$ cat config.mk
export PLATFORM = sky130hd
export DESIGN_NAME = bus_xfer_ctrl
export DESIGN_NICKNAME = d
export VERILOG_FILES = /design/src/rtl/bus_codes_pkg.sv /design/src/rtl/bus_xfer_ctrl_onehot_dec.sv /design/src/rtl/bus_xfer_ctrl.sv
export SDC_FILE = /design/constraint.sdc
export NUM_CORES = 1
export LEC_CHECK = 0
export ABC_AREA = 1
export CAP_MARGIN = 40
export CORE_MARGIN = 4
export CORE_UTILIZATION = 37
export DETAILED_ROUTE_END_ITERATION = 10
export PLACE_DENSITY = 0.76
export SETUP_SLACK_MARGIN = 0.05
export SYNTH_ARGS = -nofsm -noshare
export SYNTH_HDL_FRONTEND = slang
export SYNTH_SLANG_ARGS = --single-unit
$ cat constraint.sdc
create_clock -name clk -period 1.5 [get_ports clk]
set_input_delay 0.375 -clock clk [delete_from_list [all_inputs] [get_ports clk]]
set_output_delay 0.375 -clock clk [all_outputs]
set_load 0.005 [all_outputs]
$ cat src/rtl/bus_codes_pkg.sv
// Shared bus codes, op encodings and transfer-controller state set.
package bus_codes_pkg;

  // Bus source codes (bit index into src_sel)
  localparam logic [4:0] SRC_R0     = 5'd0;
  localparam logic [4:0] SRC_R15    = 5'd15;
  localparam logic [4:0] SRC_PC     = 5'd16;
  localparam logic [4:0] SRC_MDR    = 5'd17;
  localparam logic [4:0] SRC_INPORT = 5'd18;
  localparam logic [4:0] SRC_HI     = 5'd19;
  localparam logic [4:0] SRC_LO     = 5'd20;
  localparam logic [4:0] SRC_ZHI    = 5'd21;
  localparam logic [4:0] SRC_ZLO    = 5'd22;
  localparam logic [4:0] SRC_C      = 5'd23;

  // Bus destination codes (bit index into dst_load)
  localparam logic [4:0] DST_R0      = 5'd0;
  localparam logic [4:0] DST_R15     = 5'd15;
  localparam logic [4:0] DST_PC      = 5'd16;
  localparam logic [4:0] DST_MDR     = 5'd17;
  localparam logic [4:0] DST_HI      = 5'd18;
  localparam logic [4:0] DST_LO      = 5'd19;
  localparam logic [4:0] DST_MAR     = 5'd20;
  localparam logic [4:0] DST_OUTPORT = 5'd21;

  typedef enum logic [1:0] {
    OP_MOVE    = 2'b00,
    OP_ALU     = 2'b01,
    OP_WIDE    = 2'b10,
    OP_ILLEGAL = 2'b11
  } op_e;

  typedef enum logic [3:0] {
    IDLE   = 4'd0,
    ERR    = 4'd1,
    T_MV   = 4'd2,
    T_A    = 4'd3,
    T_B    = 4'd4,
    T_WAIT = 4'd5,
    T_W    = 4'd6,
    T_H    = 4'd7,
    T_L    = 4'd8
  } state_e;

endpackage

$ cat src/rtl/bus_xfer_ctrl_onehot_dec.sv
// Code-to-one-hot decoder with enable; codes outside 0..N-1 decode to zero.
module onehot_dec #(
  parameter int unsigned N = 24,
  parameter int unsigned W = 5
) (
  input  logic [W-1:0] code_i,
  input  logic         en_i,
  output logic [N-1:0] onehot_o
);

  // Compare against every index so out-of-range codes never set a bit
  always_comb begin
    onehot_o = '0;
    for (int unsigned i = 0; i < N; i++) begin
      if (en_i && (code_i == W'(i))) onehot_o[i] = 1'b1;
    end
  end

endmodule

$ cat src/rtl/bus_xfer_ctrl.sv
// Datapath bus transfer controller: steps MOVE / ALU / WIDE requests
// through register-transfer T-states and drives one-hot bus selects.
module bus_xfer_ctrl
  import bus_codes_pkg::*;
#(
  parameter int unsigned NSRC    = 24,
  parameter int unsigned NDST    = 22,
  parameter int unsigned ALU_LAT = 1
) (
  input  logic            clk,
  input  logic            clr,
  input  logic            start,
  input  logic [1:0]      op,
  input  logic [4:0]      src_a,
  input  logic [4:0]      src_b,
  input  logic [4:0]      dst,
  input  logic [4:0]      alu_fn_in,
  output logic [NSRC-1:0] src_sel,
  output logic [NDST-1:0] dst_load,
  output logic            y_load,
  output logic            z_load,
  output logic [4:0]      alu_fn,
  output logic            busy,
  output logic            done,
  output logic            err
);

  state_e     state_q, state_d;
  op_e        op_q, op_d;
  logic [4:0] src_a_q, src_a_d;
  logic [4:0] src_b_q, src_b_d;
  logic [4:0] dst_q, dst_d;
  logic [4:0] fn_q, fn_d;
  logic [2:0] cnt_q, cnt_d;

  logic       req_legal;
  state_e     after_wait;
  logic [4:0] src_code, dst_code;
  logic       src_en, dst_en;

  // Request validation on the raw inputs; only steers the next state
  always_comb begin
    req_legal = 1'b1;
    if (op == OP_ILLEGAL)                            req_legal = 1'b0;
    if (32'(src_a) >= NSRC)                          req_legal = 1'b0;
    if ((op != OP_MOVE) && (32'(src_b) >= NSRC))     req_legal = 1'b0;
    if ((op != OP_WIDE) && (32'(dst) >= NDST))       req_legal = 1'b0;
  end

  // Next state, operand capture and ALU latency counter
  always_comb begin
    state_d    = state_q;
    op_d       = op_q;
    src_a_d    = src_a_q;
    src_b_d    = src_b_q;
    dst_d      = dst_q;
    fn_d       = fn_q;
    cnt_d      = cnt_q;
    after_wait = (op_q == OP_WIDE) ? T_H : T_W;
    case (state_q)
      IDLE: begin
        if (start) begin
          op_d    = op_e'(op);
          src_a_d = src_a;
          src_b_d = src_b;
          dst_d   = dst;
          fn_d    = alu_fn_in;
          if (!req_legal)            state_d = ERR;
          else if (op == OP_MOVE)    state_d = T_MV;
          else                       state_d = T_A;
        end
      end
      T_A: state_d = T_B;
      T_B: begin
        // Z needs ALU_LAT-1 extra cycles; the wait state is bypassed at 1
        cnt_d = 3'(ALU_LAT - 1);
        if (ALU_LAT == 1) state_d = after_wait;
        else              state_d = T_WAIT;
      end
      T_WAIT: begin
        if (cnt_q <= 3'd1) state_d = after_wait;
        else               cnt_d   = cnt_q - 3'd1;
      end
      T_H:     state_d = T_L;
      ERR,
      T_MV,
      T_W,
      T_L:     state_d = IDLE;
      default: state_d = IDLE;
    endcase
  end

  // State and captured-operand registers; clr aborts any transfer
  always_ff @(posedge clk) begin
    if (clr) begin
      state_q <= IDLE;
      op_q    <= OP_MOVE;
      src_a_q <= '0;
      src_b_q <= '0;
      dst_q   <= '0;
      fn_q    <= '0;
      cnt_q   <= '0;
    end else begin
      state_q <= state_d;
      op_q    <= op_d;
      src_a_q <= src_a_d;
      src_b_q <= src_b_d;
      dst_q   <= dst_d;
      fn_q    <= fn_d;
      cnt_q   <= cnt_d;
    end
  end

  // Output decode purely from registered state and captured operands
  always_comb begin
    src_code = '0;
    src_en   = 1'b0;
    dst_code = '0;
    dst_en   = 1'b0;
    y_load   = 1'b0;
    z_load   = 1'b0;
    done     = 1'b0;
    err      = 1'b0;
    case (state_q)
      T_MV: begin
        src_code = src_a_q; src_en = 1'b1;
        dst_code = dst_q;   dst_en = 1'b1;
        done     = 1'b1;
      end
      T_A: begin
        src_code = src_a_q; src_en = 1'b1;
        y_load   = 1'b1;
      end
      T_B: begin
        src_code = src_b_q; src_en = 1'b1;
        z_load   = 1'b1;
      end
      T_W: begin
        src_code = SRC_ZLO; src_en = 1'b1;
        dst_code = dst_q;   dst_en = 1'b1;
        done     = 1'b1;
      end
      T_H: begin
        src_code = SRC_ZHI; src_en = 1'b1;
        dst_code = DST_HI;  dst_en = 1'b1;
      end
      T_L: begin
        src_code = SRC_ZLO; src_en = 1'b1;
        dst_code = DST_LO;  dst_en = 1'b1;
        done     = 1'b1;
      end
      ERR:     err = 1'b1;
      default: ;
    endcase
  end

  assign busy   = (state_q != IDLE);
  assign alu_fn = fn_q;

  onehot_dec #(.N(NSRC), .W(5)) u_src_dec (
    .code_i   (src_code),
    .en_i     (src_en),
    .onehot_o (src_sel)
  );

  onehot_dec #(.N(NDST), .W(5)) u_dst_dec (
    .code_i   (dst_code),
    .en_i     (dst_en),
    .onehot_o (dst_load)
  );

endmodule

[Yosys cells after proc, flatten, opt, wreduce, memory -nomap -nowiden]
Cells that the tools add are included.
Word-level totals
  logic and storage cells: 200
  flip-flop bits (word level): 29
  input port bits: 25
  output and inout bits: 56
Operators by class
  add/subtract/negate cells: 1
  reductions and logical operators: 64
  equality and inequality tests: 58
  $lt $le $gt $ge: 4
  muxes and demuxes: 66
Operators by type and width (number)
  $eq A5 B4 Y1 const B: 16
  $eq A5 B5 Y1 const B: 14
  $mux W1: 58
  $logic_and A1 B1 Y1: 48
  $eq A5 B3 Y1 const B: 8
  $eq A5 B2 Y1 const B: 4
  $pmux W4 S5: 1
  $pmux W5 S4: 1
  $eq A4 B3 Y1 const B: 4
  $ge A5 B5 Y1 const B: 3
  $pmux W5 S3: 1
  $eq A5 B1 Y1 const B: 2
  $logic_not A5 Y1: 2
  $eq A4 B2 Y1 const B: 2
  $mux W4: 2
  $ne A2 B2 Y1 const B: 4
  $pmux W3 S2: 1
  $reduce_and A2 Y1: 3
  $reduce_or A2 Y1: 3
  $reduce_or A6 Y1: 1
  $eq A2 B2 Y1 const B: 2
  $eq A4 B1 Y1 const B: 1
  $eq A4 B4 Y1 const B: 1
  $logic_not A4 Y1: 1
  9 further kinds: 10

[Logic depth before layout (Yosys ltp)]
Gate-level depths: netlist of the first run.
  depth in word-level cells: 8
  mapped depth: 9
  mapped depth without buffers: 9

[Modules after synthesis]
A second synthesis of the first run with hierarchy kept.
Unflattened totals
  cell total of the unflattened synthesis: 287
  area total of the unflattened synthesis: 1815.5 µm²
Modules (own cells, without submodules)
  bus_xfer_ctrl: area each 1415.1 µm², times used 1, cells an instance 192, sequential area each 580.6 µm²
  onehot_dec at u_src_dec: area each 202.7 µm², times used 1, cells an instance 48, sequential area each 0.0 µm²
  onehot_dec at u_dst_dec: area each 197.7 µm², times used 1, cells an instance 47, sequential area each 0.0 µm²

[Worst setup path after synthesis of the first run]
OpenSTA, ideal clock, no wires.
  kind: register to output
  start point: reg state_q[3]
  end point: out src_sel[13]
  data arrival time: 1.234 ns
  path slack: -0.109 ns
  stages on the path, launching flop included: 10
  buffers on the path: 0
  path through: dfxtp_1 inv_1 nand2_1 nor2_4 nand2_1 nand3b_1 inv_1 nor2_1 nand2_1 nor2_1
On the way
  cells in the longest elaborated chain, start to end: 6
RTL lines
  start: declaration: line bus_xfer_ctrl.sv:28  | state_e state_q, state_d;
  start signal: assignment: line bus_xfer_ctrl.sv:104  | state_q <= state_d;
  $eq A4 B4 Y1, or another cell as far along: line bus_xfer_ctrl.sv:124  | case (state_q)
  $reduce_or A2 Y1 (no line)
  $pmux W5 S4: line bus_xfer_ctrl.sv:124
  $eq A5 B4 Y1: line bus_xfer_ctrl_onehot_dec.sv:15  | if (en_i && (code_i == W'(i))) onehot_o[i] = 1'b1;
  $logic_and A1 B1 Y1 (*): line bus_xfer_ctrl_onehot_dec.sv:15
  $mux W1 (*): line bus_xfer_ctrl_onehot_dec.sv:15
  end: declaration: line bus_xfer_ctrl.sv:18  | output logic [NSRC-1:0] src_sel,
Every way passes the cells marked *; elsewhere a longest branch is shown, timed or not.

[Worst setup path after layout of the first run]
  start point: reg state_q[0]
  end point: out src_sel[18]
On the way
  cells in the longest elaborated chain, start to end: 6
RTL lines (line)
  $eq A4 B4 Y1, or another cell as far along: bus_xfer_ctrl.sv:124
  $reduce_or A2 Y1 (no line)
  $pmux W5 S4: bus_xfer_ctrl.sv:124
  $eq A5 B5 Y1: bus_xfer_ctrl_onehot_dec.sv:15
  $logic_and A1 B1 Y1 (*): bus_xfer_ctrl_onehot_dec.sv:15
  $mux W1 (*): bus_xfer_ctrl_onehot_dec.sv:15
Marks and branches as above.

==> metrics.md, run 1 <==
| Metric | Value |
|---|---|
| Post-route antenna net violation count | 0 |
| Max-slew violation count | 0 |
| Avg Inst Size Synth | 6.16 µm² |
| Logic pwr share | 41.5% |
| Post-Synth Simple-Gate Area | 40.9% |
| Starting DRT DRC Count | 305 |
| Leakage | 1.84 nW |
| Mux share of post-synthesis cell area | 0% |
| Slew @ Worst Pin | 0.387 ns |
| Crit Path Class | flop to output port |
| Crit path launch | state_q[0]$_SDFFE_PP0P_ |
| Chip height | 77.1 µm |
| Synth Area in Compound Gates | 15.0% |
| # clock sinks | 29 |
| Via density per instance | 5.80 |
| CP Launch Type | flop |
| Final worst-path cycle share | 160% |
| Number of remaining DRC errors | 0 |
| Internal power | 1.70 mW |
| Maximum number of pins on one net before global-route repair | 16 |
| Clock share of power | 24.4% |
| Reg clk slew, reported paths | 0.07 ns |
| RSZ-0062 raised after global routing | true |
| Crit path arrival time | 2.03 ns |
| Largest family of logic cells by synthesized area | simple AND/OR/NAND/NOR gates |
| Synth Area in XOR/XNOR | 0% |
| # H-tree levels | 2 |
| Sequential fraction of the synthesis area | 32.9% |
| CTS Hold Bufs | 0 |
| Slowest CP cell | dfxtp_4 |
| Clk_lat worst skew | 0.29 ns |
| Max cap viols | 0 |
| DP Wirelength | 4430 µm |
| Layout Cells excl Fill | 513 |
| Vias in the first global route | 2,643 |
| Post-synthesis cell count | 287 |
| Data required, critical path | 1.12 ns |
| CP Capture Type | output port |
| Syn Nets | 314 |
| Post-Syn Area | 0.00177 mm² |
| Critical-path maximum fanout | 4 |
| GRT overflow | 0 |
| Met1 Resource Use GR | 30.5% |
| First-pass iteration count of the detailed router | 5 |
| Tmin final | 2.40 ns |
| TritonCTS clock tree | done |
| Flops & latches, synth | 29 |
| WHS | 0.460 ns |
| Placed cells | 453 |
| Crit-path max cell delay | 0.39 ns |
| Post-Route Utilization | 90.1% |
| Final WS setup | -0.905 ns |
| Setup TNS | -35.03 ns |
| Boundary Pins | 81 |
| # setup viols final | 55 |
| M3 GR Usage | 6.44% |
| Synth warnings | 0 |
| Initial core utilization | 39.5% |
| Antenna violations before repair | 0 |
| Post-synth cell types | 25 |
| Tightest Hold Check Type | flop to flop |
| Layout area overhead | 128% |
| Most common cell after layout, fill and taps aside | buf_4 |
| Fmax | 0.416 GHz |
| Drt wl/cell | 21.1 µm |
| Adder-Cell Fraction of Synth Area | 1.42% |
| Total CTS buffers | 5 |
| Violated checks | negative setup slack |
| Outcome | complete, but fails checks |
| Peak supply drop | 0.626 mV |
| Max Root-Sink Buffers | 2 |
| Min-delay src | op_q[1]$_SDFFE_PP0P_ |
| PD cells | 655 mW/mm² |
| # diodes | 0 |
| Clk root buf | clkbuf_8 |
| GRT Resource Usage Total | 27.2% |
| CP Cell Sequence | nor2_4 -> nand3_4 -> nand2_1 -> nor3_4 -> nor2_2 -> inv_1 -> buf_4 -> nor2_2 -> buf_2 |
| Sw power | 941 µW |
| Sw Ratio | 35.7% |
| FP Rows | 24 |
| Reg2reg start | state_q[1]$_SDFFE_PP0P_ |
| Final hold viol count | 0 |
| Clock Skew | 0.0109 ns |
| Most frequent cell on the critical path | nor2_2 |
| Reg power frac | 34.1% |
| GP Congestion | 0.847 |
| Nets | 487 |
| Share of layout cells above drive strength 1 | 62.5% |
| Port Buffers | 80 |
| Grt peak-use layer | met2 |
| Via count | 2,975 |
| Grt met2 use | 46.7% |
| Die Wd | 77.1 µm |
| Post-Route WL | 10,800 µm |
| Total die area | 0.00594 mm² |
| Core area | 0.00447 mm² |
| Most frequent cells in the layout | buf_4, buf_2, buf_6 |
| Total Power Consumption | 2.64 mW |
| First-pass GRT wire length | 13,100 µm |
| Relative slew slack | 74.1% |
==> critical path, delay by kind of cell, from the launching register on <==
family,cells,cell delay (ns)
and+or+nand+nor,6,0.97
DFF,1,0.39
buffers and inverters,3,0.37
==> routing by layer <==
layer | routed length, µm | share of wire (%)
met1 | 3930 | 36
met2 | 5380 | 50
met3 | 829 | 7.6
met4 | 702 | 6.5
met5 | 0 | 0
==> final cells by class <==
| cell class | instances | area, µm² |
|---|---|---|
| Sequential cell | 29 | 596 |
| Multi-Input combinational cell | 213 | 1640 |
| Clock buffer | 8 | 80.1 |
| Inverter | 37 | 158 |
| Timing Repair Buffer | 174 | 1500 |
| Fill cell | 181 | 444 |
| Tap cell | 52 | 65.1 |
==> timing repair <==
item | in CTS | in global routing
gates cloned | 0 | 2
pin swaps | 48 | 36
endpoints found under the setup margin | 81 | 70
buffers inserted | 42 | 13
resized for setup | 304 | 105
==> worst paths after layout <==
kind                            depth (start not counted)                    end  slack (ns)
worst max-delay path                                    9            src_sel[18]       -0.90
worst min-delay path                                    2   op_q[1]$_SDFFE_PP0P_        0.46
worst max register to register                          9  dst_q[0]$_SDFFE_PP0P_       -0.10
worst min register to register                          2   op_q[1]$_SDFFE_PP0P_        0.46
==> synthesized netlist by cell type, drive strengths merged <==
master / count / area, µm²
nor2: 75 / 309
a31o: 1 / 8.76
nand3b: 2 / 27.5
nand4: 1 / 6.26
nand3: 21 / 120
nor3: 8 / 45.0
o21a: 2 / 15.0
ha: 2 / 25.0
clkbuf: 4 / 15.0
nand2: 55 / 214
dfxtp: 29 / 581
a21oi: 26 / 134
o22ai: 3 / 18.8
o21ai: 17 / 88.8
inv: 37 / 139
buf: 4 / 20.0
==> logic make-up (layout without fill, tap and decap cells) <==
| kind of cell | count (synthesis) | in the layout |
|---|---|---|
| flip-flops | 29 | 29 |
| AND/OR/NAND/NOR | 162 | 162 |
| adder cells (fa/ha/maj) | 2 | 2 |
| AO/OA/AOI/OAI | 49 | 49 |
| buffers and inverters | 45 | 219 |
==> flip-flops by register name, indices dropped and copies added (netlist names) <==
name,cells
alu_fn,5
cnt_q,3
state_q,4
src_a_q,5
dst_q,5
op_q,2
src_b_q,5
==> metrics by stage <==
stage	setup WS [ns]	area, µm²
floorplan	-0.0470	1870
global placement	-0.650	3020
detailed placement	-0.676	3020
CTS	-0.654	3590
global route	-0.972	4030
finish	-0.905	4030
==> power groups by stage <==
stage	Combinational [mW]	Clock [mW]	Sequential (mW)
final	1.09	0.645	0.899
after global routing	1.14	0.675	0.903
after CTS	0.823	0.638	0.885
after detailed placement	0.631	0	0.899
after global placement	0.623	0	0.897
after floorplan	0.308	0	0.892
(Power assumes the default switching activity.)
==> run 2: changes to the inputs <==
--- a/config.mk
+++ b/config.mk
@@ -10,6 +10,7 @@
 export CORE_MARGIN = 4
 export CORE_UTILIZATION = 37
 export DETAILED_ROUTE_END_ITERATION = 10
+export GPL_TIMING_DRIVEN = 0
 export PLACE_DENSITY = 0.76
 export SETUP_SLACK_MARGIN = 0.05
 export SYNTH_ARGS = -nofsm -noshare
==> constraint.sdc (replaced) <==
create_clock -name clk -period 1.5 [get_ports clk]
set_input_delay 0.375 -clock clk [delete_from_list [all_inputs] [get_ports clk]]
set_output_delay 0.375 -clock clk [all_outputs]
set_load 0.02 [all_outputs]
==> metrics.md, run 2 (synthesis results as in run 1) <==
| Metric | Value |
|---|---|
| # diodes | 0 |
| Total die area | 0.00594 mm² |
| RSZ-0062 raised after global routing | true |
| First-pass iteration count of the detailed router | 4 |
| Tmin final | 2.30 ns |
| Drt wl/cell | 21.7 µm |
| # setup viols final | 66 |
| PD cells | 657 mW/mm² |
| Leakage | 1.66 nW |
| Max Root-Sink Buffers | 2 |
| Cell family with most CP delay | buffers and inverters |
| Initial core utilization | 39.5% |
| Clock share of power | 26.7% |
| Sw power | 1.06 mW |
| Layout area overhead | 141% |
| WHS | 0.470 ns |
| Vias in the first global route | 2,499 |
| Clk root buf | clkbuf_8 |
| CP bufs+invs | 5 |
| Post-route antenna net violation count | 0 |
| Most common cell after layout, fill and taps aside | buf_6 |
| Post-Route Utilization | 95.0% |
| Internal power | 1.73 mW |
| GRT Resource Usage Total | 23.9% |
| Clk_lat worst skew | 0.29 ns |
| GP Congestion | 0.877 |
| Outcome | complete, but fails checks |
| Slowest CP cell | dfxtp_4 |
| Logic pwr share | 40.9% |
| Final worst-path cycle share | 153% |
| Max cap viols | 0 |
| Max-slew violation count | 0 |
| Slew @ Worst Pin | 0.697 ns |
| Via density per instance | 5.74 |
| DP Wirelength | 4330 µm |
| # H-tree levels | 2 |
| Reg clk slew, reported paths | 0.07 ns |
| Crit-path max cell delay | 0.43 ns |
| Most frequent cells in the layout | buf_6, nor2_4, buf_4 |
| Peak supply drop | 1.08 mV |
| Data required, critical path | 1.12 ns |
| Chip height | 77.1 µm |
| Reg power frac | 32.4% |
| Total CTS buffers | 5 |
| Final WS setup | -0.796 ns |
| Most frequent cell on the critical path | inv_6 |
| Share of layout cells above drive strength 1 | 68.5% |
| CP Launch Type | flop |
| Fmax | 0.436 GHz |
| Nets | 448 |
| Final hold viol count | 0 |
| Filler cells | 117 |
| Maximum number of pins on one net before global-route repair | 11 |
| Critical-path maximum fanout | 6 |
| FP Rows | 24 |
| Core area | 0.00447 mm² |
| Starting DRT DRC Count | 210 |
| CP Capture Type | output port |
| Die Wd | 77.1 µm |
| Crit path arrival time | 1.92 ns |
| Relative slew slack | 53.5% |
| Number of remaining DRC errors | 0 |
| # clock sinks | 29 |
| Boundary Pins | 81 |
| TritonCTS clock tree | done |
| Crit Path Class | flop to output port |
| Clock Skew | 0.0118 ns |
| First-pass GRT wire length | 11,700 µm |
| GRT overflow | 0 |
| Sw Ratio | 37.9% |
| Via count | 2,722 |
| Violated checks | negative setup slack |
| Setup TNS | -35.48 ns |
| Port Buffers | 79 |
| Tightest Hold Check Type | input port to flop |
| Post-Route WL | 10,300 µm |
| Antenna violations before repair | 0 |
| CP Cell Sequence | inv_6 -> nor2_4 -> nand2_4 -> inv_6 -> a21oi_4 -> buf_4 -> inv_6 -> nand3_4 -> nor2_1 -> buf_4 |
==> run 2: repair_timing <==
action                                  CTS  global route
pin swaps                                37            39
endpoints found under the hold margin     0             0
endpoints found under the setup margin   69            76
resized for setup                       380           126
setup buffers                            25            21
cloned                                    0             3
hold buffers                              0             0
==> run 2: final cells by class <==
class                      count  area, µm²  share of cell area, %
multi-input combinational    213       1990                   46.9
clock buffer                   7       96.3                   2.27
inverter                      37        166                   3.92
buffer                         8       70.1                   1.65
sequential                    29        596                   14.0
clock inverter                 1       5.00                  0.118
tap                           52       65.1                   1.53
timing repair buffer         127       1260                   29.6
==> run 2: power groups by stage <==
stage	logic, mW	clock network (mW)	registers [mW]
CTS	0.743	0.720	0.885
detailed placement	0.583	0	0.898
finish	1.14	0.746	0.905
global route	1.19	0.781	0.911
global placement	0.576	0	0.897
floorplan	0.367	0	0.904
==> run 2: final timing paths <==
kind	start	end	slack, ns	cells after the start
worst min register to register	alu_fn[1]$_SDFFE_PP0P_	alu_fn[1]$_SDFFE_PP0P_	0.48	2
worst max register to register	state_q[1]$_SDFFE_PP0P_	cnt_q[1]$_SDFFE_PP0P_	-0.12	7
worst max-delay path	state_q[1]$_SDFFE_PP0P_	dst_load[7]	-0.80	10
worst min-delay path	clr	alu_fn[0]$_SDFFE_PP0P_	0.47	2
==> run 2: per-stage QoR <==
stage,area (µm²),total power [mW],std cells,setup WS [ns]
after floorplan,2150,1.27,287,-0.252
after global placement,3010,1.47,418,-0.903
after detailed placement,3010,1.48,418,-0.926
after CTS,3660,2.35,450,-0.644
after global routing,4250,2.88,474,-0.883
final,4250,2.79,474,-0.796
==> run 2: metal layers <==
metal	up-vias	GRT usage (%)	routed length (µm)
met5	-	0	0
met4	0	9.61	616
met3	61	3.28	671
met2	182	47.3	5350
met1	1289	24.8	3630
li1	1190	-	-
